<file path="config.mk">
export PLATFORM = sky130hd
export DESIGN_NAME = anti_theft_timer_ctrl
export DESIGN_NICKNAME = d
export VERILOG_FILES = /design/src/rtl/anti_theft_pkg.sv /design/src/rtl/one_hz_prescaler.sv /design/src/rtl/anti_theft_timer_ctrl.sv
export SDC_FILE = /design/constraint.sdc
export NUM_CORES = 1
export LEC_CHECK = 0
export BUFFER_PORTS_ARGS = -buffer_cell sky130_fd_sc_hd__clkbuf_2
export CORE_MARGIN = 2
export CORE_UTILIZATION = 32
export CTS_BUF_LIST = sky130_fd_sc_hd__clkbuf_4
export DETAILED_ROUTE_END_ITERATION = 12
export PLACE_DENSITY_LB_ADDON = 0.2
export SYNTH_ARGS = -nofsm -noshare
export SYNTH_HDL_FRONTEND = slang
export SYNTH_SLANG_ARGS = --single-unit
</file>
<file path="constraint.sdc">
create_clock -name clk -period 1.75 [get_ports clk]
set_input_delay 0.2625 -clock clk [delete_from_list [all_inputs] [get_ports clk]]
set_output_delay 0.2625 -clock clk [all_outputs]
set_load 0.01 [all_outputs]
</file>
<file path="src/rtl/anti_theft_pkg.sv">
// Shared types and reset defaults for the anti-theft interval timer.
package anti_theft_pkg;

  typedef enum logic [1:0] {
    INT_ARM,
    INT_DRIVER,
    INT_PASSENGER,
    INT_ALARM
  } interval_e;

  typedef enum logic [1:0] {
    IDLE,
    RUN,
    EXPIRE
  } tmr_state_e;

  localparam int DEF_T_ARM       = 6;
  localparam int DEF_T_DRIVER    = 8;
  localparam int DEF_T_PASSENGER = 15;
  localparam int DEF_T_ALARM     = 10;

endpackage

</file>
<file path="src/rtl/one_hz_prescaler.sv">
// Free-running seconds prescaler; tick is registered and follows count==CLK_FREQ_HZ-1 by one cycle.
module one_hz_prescaler #(
  parameter int CLK_FREQ_HZ = 100_000_000
) (
  input  logic clk,
  input  logic rst_n,
  input  logic clear,
  input  logic hold,
  output logic tick
);

  localparam int CW = (CLK_FREQ_HZ > 1) ? $clog2(CLK_FREQ_HZ) : 1;
  localparam logic [CW-1:0] LAST = CW'(CLK_FREQ_HZ - 1);

  logic [CW-1:0] count;

  always_ff @(posedge clk or negedge rst_n) begin
    if (!rst_n) begin
      count <= '0;
      tick  <= 1'b0;
    end else if (clear) begin
      count <= '0;
      tick  <= 1'b0;
    end else if (hold) begin
      tick  <= 1'b0;
    end else begin
      tick  <= (count == LAST);
      count <= (count == LAST) ? '0 : count + CW'(1);
    end
  end

endmodule

</file>
<file path="src/rtl/anti_theft_timer_ctrl.sv">
// Interval timer with a reprogrammable 4-entry delay table for the anti-theft FSM.
// Optional `TIMER_HOLD_EN adds a timer_hold input that freezes the countdown.
module anti_theft_timer_ctrl
  import anti_theft_pkg::*;
#(
  parameter int CLK_FREQ_HZ = 100_000_000,
  parameter int TW          = 4
) (
  input  logic          clk,
  input  logic          rst_n,
  input  logic          prog_we,
  input  logic [1:0]    prog_sel,
  input  logic [TW-1:0] prog_val,
  input  logic          start_timer,
  input  logic [1:0]    interval_sel,
`ifdef TIMER_HOLD_EN
  input  logic          timer_hold,
`endif
  output logic          one_hz_enable,
  output logic          timer_busy,
  output logic [TW-1:0] time_left,
  output logic          timer_expired
);

  logic          hold;
  logic          tick_ok;
  logic [TW-1:0] tbl [4];
  tmr_state_e    state;

`ifdef TIMER_HOLD_EN
  assign hold = timer_hold;
`else
  assign hold = 1'b0;
`endif

  one_hz_prescaler #(.CLK_FREQ_HZ(CLK_FREQ_HZ)) u_prescaler (
    .clk   (clk),
    .rst_n (rst_n),
    .clear (start_timer),
    .hold  (hold),
    .tick  (one_hz_enable)
  );

  // A tick registered just before hold rises must not decrement a frozen countdown.
  assign tick_ok = one_hz_enable & ~hold;

  always_ff @(posedge clk or negedge rst_n) begin
    if (!rst_n) begin
      tbl[INT_ARM]       <= TW'(DEF_T_ARM);
      tbl[INT_DRIVER]    <= TW'(DEF_T_DRIVER);
      tbl[INT_PASSENGER] <= TW'(DEF_T_PASSENGER);
      tbl[INT_ALARM]     <= TW'(DEF_T_ALARM);
    end else if (prog_we && (prog_val != '0)) begin
      tbl[prog_sel] <= prog_val;
    end
  end

  // Start reads the table before any same-edge write lands, so it loads the old value.
  always_ff @(posedge clk or negedge rst_n) begin
    if (!rst_n) begin
      state         <= IDLE;
      time_left     <= '0;
      timer_busy    <= 1'b0;
      timer_expired <= 1'b0;
    end else begin
      timer_expired <= 1'b0;
      if (start_timer) begin
        state      <= RUN;
        time_left  <= tbl[interval_sel];
        timer_busy <= 1'b1;
      end else begin
        case (state)
          RUN: begin
            if (tick_ok) begin
              if (time_left > TW'(1)) begin
                time_left <= time_left - TW'(1);
              end else begin
                state         <= EXPIRE;
                time_left     <= '0;
                timer_busy    <= 1'b0;
                timer_expired <= 1'b1;
              end
            end
          end
          EXPIRE:  state <= IDLE;
          default: state <= IDLE;
        endcase
      end
    end
  end

endmodule

</file>
; Yosys cells after proc, flatten, opt, wreduce, memory -nomap -nowiden
; Index checks and enable logic that the tools add are counted.
[totals]
regBits = 52
[op_classes]
add_sub_neg = 2
order_cmp = 4
n_eq_ne = 5
bitwise = 2
reduce_logical = 8
muxes = 25
[ops]
columns = cell, count
row1 = $mux W27, 2
row2 = $mux W4, 7
row3 = $add A27 B1 Y27 const B, 1
row4 = $eq A27 B27 Y1 const B, 1
row5 = $bwmux W16, 1
row6 = $mux W1, 9
row7 = $bmux W4 S2, 1
row8 = $demux W4 S2, 1
row9 = $mux W2, 4
row10 = $ge A3 B3 Y1 const B, 2
row11 = $not A2 Y3, 2
row12 = $gt A4 B1 Y1 const B, 1
row13 = $reduce_and A2 Y1, 2
row14 = $reduce_bool A2 Y1, 2
row15 = $reduce_bool A4 Y1, 1
row16 = $sub A4 B1 Y4 const B, 1
row17 = $lt A3 B1 Y1 const B, 1
row18 = $ne A3 B2 Y1 const B, 1
row19 = $ne A3 B3 Y1 const B, 1
row20 = $reduce_and A3 Y1, 1
row21 = $eq A2 B1 Y1 const B, 1
row22 = $logic_and A1 B1 Y1, 2
row23 = $ne A2 B2 Y1 const B, 1

; Depth between registers and ports, before layout
; Gate-level depths: netlist of the first run.
[logic_depth]
word_depth = 6
ltp_mapped = 7
mapped_depth_nobuf = 6

; By module
; A second synthesis of the first run with hierarchy kept.
[unflattened]
cells_unflattened = 269
area_unflattened_um2 = 2806.4
[modules_own_cells]
columns = module, cells_per_inst, area_per_inst_um2, instances, seq_area_each_um2
row1 = one_hz_prescaler, 181, 1662.8, 1, 700.7
row2 = anti_theft_timer_ctrl, 88, 1143.6, 1, 611.8

; Worst setup path before layout of the first run
; No wires, ideal clock.
[synth_path]
path_type = register -> register
startpoint = register u_prescaler.count[8]
endpoint = register u_prescaler.count[24]
setup_ns = 0.077
t_required_ns = 1.673
path_stages_with_launch = 6
arrival_time_ns = 1.826
path_buffers = 1
slack_ns = -0.154
cell_sequence = dfrtp_1 > nand4_2 > or4_1 > buf_2 > or4_1 > a21oi_1
[synth_via]
elab_chain_len = 3
word_cells_on_any_way = 4
classes_between = add/sub (1) / eq/ne (1) / mux (2)
[synth_rtl]
columns = item, line
row1 = start: declaration, one_hz_prescaler.sv:15  ; logic [CW-1:0] count;
row2 = start signal: assignment, one_hz_prescaler.sv:28  ; count <= (count == LAST) ? '0 : count + CW'(1);
row3 = $add A27 B1 Y27 / $eq A27 B27 Y1 (equally long branches), one_hz_prescaler.sv:28
row4 = $mux W27 *, one_hz_prescaler.sv:28
row5 = $mux W27 *, one_hz_prescaler.sv:21  ; end else if (clear) begin
; Mark *: on every way between the ends. The rest lies on a longest branch, timed or not.
; A chain may end at the register's enable or synchronous reset.

; Worst setup path after layout of the first run
[layout_path]
startpoint = register u_prescaler.count[20]
endpoint = register u_prescaler.count[26]
; Same word-level chain as after synthesis.

==> impl_metrics.yaml, run 1 <==
run_status:
  status: "complete, but fails checks"
  violations: "negative setup slack"
clock_tree:
  cts_tree: "done"
  cts-root-buf: "clkbuf_4"
  cts_sinks: 52
  cts.clk_slew.worst_paths_ns: 0.16
  cts_max_path_buffers: 2
  htreeDepth: 2
  clk_latency_ns: 0.38
  numCtsBuffers: 5
floorplan:
  die_area_um2: 9050
  row_count: 33
  die-height_um: 95.2
  start_util: 0.327
  pin_count: 19
  die_x_um: 95.2
  core-area_um2: 8130
finish:
  fin_cells: 430
  drive_gt1_frac: 0.458
  antenna_cells: 0
  utilization: 0.439
  areaGrowthSynthToFinish_pct: 34.4
  nets: 339
setup_path:
  crit_path_top_delay_cell: "or4_4"
  critPathArrivalTime_ns: 2.14
  crit_path_cell_trace: "nand3_2 > or4_4 > or4b_4 > a21oi_2"
  criticalPathCategory: "flop to flop"
  critPathTopFamily: "simple AND/OR/NAND/NOR gates"
  cp-end-kind: "flop"
  path_buf_inv: 0
  path_max_fanout: 3
  critPathLaunchType: "flop"
  cpPeakStageDelay_ns: 0.56
  worstPathRequired_ns: 2.07
route:
  drtIter0Drc: 78
  post_drt_via_cell_ratio: 5.25
  wl_um: 6510
  drt_pass1_iterations: 4
  wire_per_inst_um: 15.1
  postRouteAntennaNets: 0
  route.vias.total: 2257
  drc: 0
synthesis:
  synth_edf_count: 0
  synthSimpleGateAreaFrac: 0.226
  synthArstFlopShare: 1.00
  synthCells: 248
  synthFlopType: "dfrtp_1"
  synthesis.nets: 263
  synth_compound_area_frac: 0.0894
  synth_area_per_cell_um2: 10.7
  muxShareOfSynthArea: 0.110
  synth_xor_area_frac: 0.0362
  synth_seq_cells: 52
  synth_top_family_by_area: "simple AND/OR/NAND/NOR gates"
  synth-adder-area-share: 0.0141
  synth_cell_type_count: 47
  syn-cell-area_um2: 2660
  yosysSeqAreaShare: 0.494
  yosys_warnings: 0
sta:
  tns_ns: -0.321
  worst_pin_slew_ns: 0.582
  finalHoldViolations: 0
  holdWs_ns: 0.204
  rsz0062_at_grt: "true"
  min_period_ns: 1.82
  final-setup-viol-count: 13
  slew_headroom: 0.611
  drv_slew: 0
  period_share: 1.04
  worst_slack_ns: -0.0728
  max_freq_mhz: 549
  skew_ns: 0.0107
place:
  place_inst: 407
  post-dp-hpwl_um: 4450
  gp_routability_congestion: 0.856
  io_buffers: 18
global_routing:
  grt_pass1_wl_um: 10500
  antenna_found_initial: 0
  grt_pass1_vias: 2166
  grt_max_degree: 53
  overflow: 0
  gr-usage-all-layers: 0.150
pwr:
  power_w: 0.00259
  ir_worst_vdd_v: 0.000297
  power_density_nw_per_um2: 726
  power_leakage_nw: 1.47
job:
  drv_cap: 0
worst_hold_path:
  hp-class: "input port to flop"
## placed cells by master (no fill, tap or decap), drive strengths merged, types with 3 or more instances in the layout
| master | netlist | final |
|---|---|---|
| buf | 4 | 57 |
| nor3 | 4 | 4 |
| nand3 | 14 | 14 |
| nand2 | 20 | 20 |
| or3 | 5 | 5 |
| or4 | 8 | 8 |
| ha | 3 | 3 |
| dfrtp | 43 | 43 |
| nor2 | 23 | 23 |
| o21ai | 8 | 8 |
| nand4 | 11 | 11 |
| xor2 | 8 | 8 |
| clkbuf | 5 | 25 |
| nor4 | 4 | 4 |
| xnor2 | 3 | 3 |
| inv | 8 | 9 |
| a21oi | 11 | 11 |
| o31ai | 4 | 4 |
| mux2 | 17 | 17 |
| and4 | 5 | 5 |
| dfstp | 9 | 9 |
| and3 | 3 | 3 |
| nor3b | 3 | 3 |
| mux4 | 4 | 4 |
## sequential cells by signal, indices dropped and copies added, names as in the netlist
name / count
time_left: 4
state: 2
timer_expired: 1
u_prescaler.tick: 1
tbl: 16
u_prescaler.count: 27
timer_busy: 1
## cell type report
type	instances	area (µm²)
well taps	105	131
clock buffers	5	37.5
inverters	8	30.0
flip-flops and latches	52	1320
fillers	778	4560
multi-input cells	179	1400
clock inverters	3	46.3
repair buffers	78	614
## power by group
part / internal, W / switching, W
registers: 0.00135 / 0.0000810
clock network: 0.000306 / 0.000412
logic: 0.000241 / 0.000208
## synth_stat cells (3+ instances only)
cell type  instances  area (µm²)
o31ai_1            3        22.5
nor2_1            23        86.3
mux4_2             4        90.1
ha_1               3        37.5
nand3_1           13        65.1
dfstp_2            9         236
or4_1              8        60.1
nor3b_1            3        22.5
clkbuf_1           5        18.8
nor4_1             4        25.0
and4_1             4        35.0
xor2_1             8        70.1
nor3_1             4        20.0
nand4_1           10        62.6
or3_1              3        18.8
nand2_1           20        75.1
xnor2_1            3        26.3
mux2_2            17         191
inv_1              8        30.0
a21oi_1           11        55.1
o21ai_0            8        40.0
dfrtp_1           43        1080
## repair_timing
item,CTS,global route
resized for setup,0,31
hold buffers,1,0
endpoints found under the hold margin,43,0
pin swaps,3,11
endpoints found under the setup margin,3,28
setup buffers,2,10
cloned,0,2
## path summary, 6_finish.rpt
path,start,endpoint,slack (ns),cells after the start
max,u_prescaler.count[20],u_prescaler.count[26],-0.07,4
min reg2reg,timer_busy,timer_busy,0.52,2
max in group asynchronous,rst_n,tbl[1],1.09,3
max reg2reg,u_prescaler.count[20],u_prescaler.count[26],-0.07,4
min in group asynchronous,rst_n,tbl[15],0.39,3
min,start_timer,u_prescaler.count[12],0.20,2
## layer usage
metal / up-vias / track usage / share of wire
met5: - / 0 / 0
met4: 0 / 0.0568 / 0.019
met3: 12 / 0.0316 / 0.025
met2: 31 / 0.233 / 0.47
met1: 1133 / 0.204 / 0.48
li1: 1081 / - / -
## cell families (layout without fill, tap and decap cells)
kind of cell / after synthesis / count (layout)
and+or+nand+nor: 107 / 107
DFF: 52 / 52
AOI/OAI and AO/OA: 36 / 36
muxes: 22 / 22
buffers and inverters: 17 / 94
xor gates and xnor gates: 11 / 11
adders and majority gates: 3 / 3
## stage by stage
stage	instance area [µm²]	setup WS, ns
global route	3570	-0.138
CTS	3320	-0.0532
floorplan	2680	-0.0883
finish	3570	-0.0728
global placement	3210	-0.0164
detailed placement	3210	-0.0388
No activity file was read; power rests on OpenSTA's default activity.
==> inputs of run 2 (changes only) <==
--- a/config.mk
+++ b/config.mk
@@ -5,7 +5,7 @@
 export SDC_FILE = /design/constraint.sdc
 export NUM_CORES = 1
 export LEC_CHECK = 0
-export BUFFER_PORTS_ARGS = -buffer_cell sky130_fd_sc_hd__clkbuf_2
+export BUFFER_PORTS_ARGS = -buffer_cell sky130_fd_sc_hd__buf_2
 export CORE_MARGIN = 2
 export CORE_UTILIZATION = 32
 export CTS_BUF_LIST = sky130_fd_sc_hd__clkbuf_4
==> run 2 against run 1 <==
Effect of this change:
- the flow still finishes with violations (negative setup slack)
- via count decreased by 2.8%
- clock-buffer cell count unchanged
- maximum frequency increased by 0.80%
- setup slack improved by 0.014 ns
- clock skew increased by 0.0041 ns
- die area unchanged
- final cell count decreased by 2.1%
- clock power decreased by 18%
- critical endpoint unchanged
- largest cell class unchanged
==> impl_metrics.yaml, run 2 (synthesis results as in run 1) <==
pwr:
  pwr-share-clk: 0.240
  p_int_w: 0.00175
  power_density_nw_per_um2: 701
  seqPwrFrac: 0.581
  p_sw_w: 0.000704
  power_leakage_nw: 1.41
  p_comb_frac: 0.179
  ir_worst_vdd_v: 0.000318
  sw_frac_of_total: 0.287
  power_w: 0.00245
sta:
  worst_pin_slew_ns: 0.584
  drv_slew: 0
  final-setup-viol-count: 9
  worst_slack_ns: -0.0583
  holdWs_ns: 0.124
  slew_headroom: 0.610
  rsz0062_at_grt: "true"
  period_share: 1.03
  tns_ns: -0.169
  skew_ns: 0.0148
  finalHoldViolations: 0
  max_freq_mhz: 553
  min_period_ns: 1.81
route:
  drtIter0Drc: 63
  wire_per_inst_um: 15.2
  wl_um: 6420
  postRouteAntennaNets: 0
  drt_pass1_iterations: 5
  drc: 0
  route.vias.total: 2193
  post_drt_via_cell_ratio: 5.21
setup_path:
  rr_worst_depth: 4
  path_max_fanout: 8
  criticalPathCategory: "flop to flop"
  cp-end-kind: "flop"
  rrSetupSlack_ns: -0.06
  worstPathRequired_ns: 2.07
  critPathArrivalTime_ns: 2.13
  critPathLaunchType: "flop"
finish:
  final_area_um2: 3500
  registers.top_by_ff_count: "u_prescaler.count"
  areaGrowthSynthToFinish_pct: 31.5
  drive_gt1_frac: 0.459
  antenna_cells: 0
  nets: 330
  mostFrequentLayoutCells: "buf_4, dfrtp_1, nand2_1, buf_2, mux2_2"
  top_regs: "u_prescaler.count: 27 flops, tbl: 16 flops, time_left: 4 flops"
  largest_register_ffs: 27
  final_common_cell: "buf_4"
floorplan:
  start_util: 0.327
  row_count: 33
  core-area_um2: 8130
  pin_count: 19
  die_x_um: 95.2
  die_area_um2: 9050
  die-height_um: 95.2
clock_tree:
  clk_latency_ns: 0.39
  cts.clk_slew.worst_paths_ns: 0.16
  cts_max_path_buffers: 2
  numCtsBuffers: 5
  htreeDepth: 2
  cts-root-buf: "clkbuf_4"
  cts_tree: "done"
  cts_sinks: 52
global_routing:
  grt_pass1_wl_um: 10500
  grt_pass1_vias: 2127
  antenna_found_initial: 0
  grt_max_degree: 53
  gr-usage-all-layers: 0.150
  overflow: 0
worst_hold_path:
  hp-class: "input port to flop"
  worstHoldPathCells: 2
run_status:
  violations: "negative setup slack"
  status: "complete, but fails checks"
place:
  gp_routability_congestion: 0.799
  io_buffers: 18
  post-dp-hpwl_um: 4350
  placed_cell_area_um2: 3170
job:
  drv_cap: 0
-- run 2: cell count changes in the layout (fill, tap and decap cells not counted), moves of 4 or more --
cell	previous run	this run
buf_2	0	18
clkbuf_2	18	0
nor2_1	22	15
a21oi_1	6	2
nor2_4	0	6
a21oi_2	5	9
buf_4	52	43
-- run 2: final timing paths --
| kind | start | end |
|---|---|---|
| setup reg to reg | u_prescaler.count[14] | u_prescaler.count[26] |
| setup / recovery | u_prescaler.count[14] | u_prescaler.count[26] |
| hold reg to reg | u_prescaler.count[0] | u_prescaler.count[0] |
| hold / removal | start_timer | state[1] |
| max in group asynchronous | rst_n | tbl[3] |
| min in group asynchronous | rst_n | tbl[0] |
-- run 2: cell type report --
cell class | count | area, µm²
inverter | 8 | 30.0
multi-input combinational | 179 | 1410
sequential | 52 | 1320
timing repair buffer | 69 | 547
tap | 105 | 131
fill | 791 | 4640
clock buffer | 5 | 37.5
clock inverter | 3 | 25.0
-- run 2: metrics by stage --
stage | setup slack, ns | cells | utilization
2_1_floorplan | -0.0883 | 248 | -
3_3_place_gp | -0.0743 | 402 | 0.390
3_5_place_dp | -0.105 | 402 | 0.390
4_1_cts | -0.0582 | 413 | 0.402
5_1_grt | -0.149 | 421 | 0.430
6_report | -0.0583 | 421 | 0.430
-- run 2: repair_timing --
action / CTS / global route
hold buffers: 1 / 0
setup endpoints to repair: 6 / 26
buffers inserted: 2 / 6
gates resized for setup: 3 / 34
endpoints found under the hold margin: 43 / 0
pin swaps: 5 / 8
gates cloned: 0 / 2
-- run 2: layer usage --
| layer | vias to the layer above | track usage | wire length, µm |
|---|---|---|---|
| met5 | - | 0 | 0 |
| met4 | 0 | 0.0447 | 70 |
| met3 | 6 | 0.0269 | 142 |
| met2 | 22 | 0.232 | 3070 |
| met1 | 1103 | 0.214 | 3140 |
| li1 | 1062 | - | - |
-- run 2: worst max-delay path, cell delays in order (launching register included) --
cell	delay, ns
dfrtp_2	0.42
nand3_4	0.09
or4_4	0.57
or4b_4	0.54
a21oi_2	0.12
-- run 2: power by group through the flow --
| stage | Clock, W | Combinational, W | Sequential (W) |
|---|---|---|---|
| floorplan | 0 | 0.000228 | 0.00145 |
| global placement | 0 | 0.000399 | 0.00144 |
| detailed placement | 0 | 0.000404 | 0.00145 |
| CTS | 0.000618 | 0.000416 | 0.00142 |
| global route | 0.000663 | 0.000491 | 0.00144 |
| finish | 0.000588 | 0.000439 | 0.00142 |
==> inputs of run 3 (changes only) <==
--- a/config.mk
+++ b/config.mk
@@ -6,7 +6,7 @@
 export NUM_CORES = 1
 export LEC_CHECK = 0
 export BUFFER_PORTS_ARGS = -buffer_cell sky130_fd_sc_hd__buf_2
-export CORE_MARGIN = 2
+export CORE_MARGIN = 4
 export CORE_UTILIZATION = 32
 export CTS_BUF_LIST = sky130_fd_sc_hd__clkbuf_4
 export DETAILED_ROUTE_END_ITERATION = 12
==> constraint.sdc (replaced) <==
create_clock -name clk -period 1.75 [get_ports clk]
set_input_delay 0.2625 -clock clk [delete_from_list [all_inputs] [get_ports clk]]
set_output_delay 0.2625 -clock clk [all_outputs]
set_load 0.1 [all_outputs]
==> run 3 against run 2 <==
Effect of this change:
- core utilization grew 0.76 points
- critical path type unchanged
- clock skew increased by 0.0053 ns
- setup slack better by 0.011 ns
- the flow still finishes with violations (negative setup slack)
==> impl_metrics.yaml, run 3 (synthesis results as in run 1) <==
route:
  drtIter0Drc: 73
  wl_um: 6440
  post_drt_via_cell_ratio: 5.23
  wire_per_inst_um: 15.4
  drc: 0
  drt_pass1_iterations: 4
  postRouteAntennaNets: 0
  route.vias.total: 2192
setup_path:
  crit_path_cell_trace: "buf_4 > and3_4 > buf_4 > nand4_1 > o31ai_4 > buf_12 > clkbuf_16 > nor2_1"
  cpMostUsedCell: "buf_4"
  cp-end-kind: "flop"
  path_buf_inv: 4
  critPathArrivalTime_ns: 2.08
  criticalPathCategory: "flop to flop"
  path_max_fanout: 8
  cpPeakStageDelay_ns: 0.43
  critPathTopFamily: "buffers and inverters"
  crit_path_top_delay_cell: "dfrtp_1"
  critPathLaunchType: "flop"
  worstPathRequired_ns: 2.03
clock_tree:
  cts-root-buf: "clkbuf_4"
  numCtsBuffers: 5
  cts_tree: "done"
  clk_latency_ns: 0.38
  htreeDepth: 2
  cts_max_path_buffers: 2
  cts_sinks: 52
  cts.clk_slew.worst_paths_ns: 0.15
run_status:
  violations: "negative setup slack"
  status: "complete, but fails checks"
global_routing:
  grt_pass1_vias: 2118
  gr-usage-all-layers: 0.130
  grt_max_degree: 35
  overflow: 0
  grt_pass1_wl_um: 10400
  antenna_found_initial: 0
sta:
  skew_ns: 0.0202
  worst_pin_slew_ns: 0.630
  max_freq_mhz: 557
  min_period_ns: 1.80
  slew_headroom: 0.579
  period_share: 1.03
  final-setup-viol-count: 18
  drv_slew: 0
  worst_slack_ns: -0.0468
  rsz0062_at_grt: "true"
  finalHoldViolations: 0
floorplan:
  die_x_um: 99.2
  die_area_um2: 9830
  start_util: 0.337
  row_count: 32
  die-height_um: 99.2
  core-area_um2: 7890
  pin_count: 19
finish:
  largest_register_ffs: 27
  mostFrequentLayoutCells: "buf_4, dfrtp_1, nor2_1, nand2_1, buf_2"
  final_area_um2: 3450
  areaGrowthSynthToFinish_pct: 29.7
  registers.top_by_ff_count: "u_prescaler.count"
  nets: 331
  final_common_cell: "buf_4"
  antenna_cells: 0
  utilization: 0.437
  top_regs: "u_prescaler.count: 27 flops, tbl: 16 flops, time_left: 4 flops"
  drive_gt1_frac: 0.420
  fin_cells: 419
job:
  drv_cap: 0
place:
  post-dp-hpwl_um: 4450
  placed_cell_area_um2: 3160
  io_buffers: 18
  gp_routability_congestion: 0.820
  place_inst: 397
pwr:
  power_density_nw_per_um2: 748
  power_leakage_nw: 1.43
  ir_worst_vdd_v: 0.000345
worst_hold_path:
  hp-class: "input port to flop"
run 3: cell types whose count changed in the layout (fill, tap and decap cells not counted), sizes merged:
cell,previous run,this run
buf,66,67
clkinv,0,2
clkinvlp,1,0
inv,10,9
run 3: path summary, 6_finish.rpt:
| path | startpoint | endpoint | slack, ns | cells after the start |
|---|---|---|---|---|
| worst max-delay path | u_prescaler.count[16] | u_prescaler.count[13] | -0.05 | 8 |
| worst min-delay path | start_timer | state[1] | 0.16 | 2 |
| worst max register to register | u_prescaler.count[16] | u_prescaler.count[13] | -0.05 | 8 |
| worst min register to register | u_prescaler.count[0] | u_prescaler.count[0] | 0.50 | 1 |
| max in group asynchronous | rst_n | tbl[1] | 0.79 | 3 |
| min in group asynchronous | rst_n | time_left[2] | 0.35 | 2 |
run 3: final cells by class:
type                       count  area (µm²)
tap                          102         128
timing repair buffer          70         563
sequential                    52        1320
fill                         758        4440
clock buffer                   5        37.5
clock inverter                 3        17.5
multi-input combinational    179        1350
inverter                       8        30.0
run 3: stage by stage:
step	TNS [ns]	hold slack (ns)	worst slack, ns	total power (W)
6_report	-0.551	0.163	-0.0468	0.00258
5_1_grt	-2.48	0.151	-0.143	0.00273
4_1_cts	-0.143	0.146	-0.0948	0.00256
3_5_place_dp	-0.0936	0.237	-0.0562	0.00201
3_3_place_gp	-0.0155	0.242	-0.0149	0.00200
2_1_floorplan	-0.199	-0.0331	-0.0883	0.00183
run 3: report_power, final:
group	internal [W]	switching (W)	leakage (nW)
registers	0.00135	0.0000711	0.649
clock network	0.000156	0.000393	0.0330
logic	0.000246	0.000362	0.749
total	0.00175	0.000825	1.43
run 3: what timing repair did:
item | CTS | global route
resized for setup | 1 | 18
setup buffers | 4 | 7
setup endpoints to repair | 11 | 26
hold buffers | 1 | 0
gates cloned | 0 | 2
hold endpoints to repair | 15 | 0
pin swaps | 7 | 3
run 3: layer usage:
layer	track usage	routed length (µm)
met1	0.181	3110
met2	0.207	3030
met3	0.0231	214
met4	0.0399	93
met5	0	0
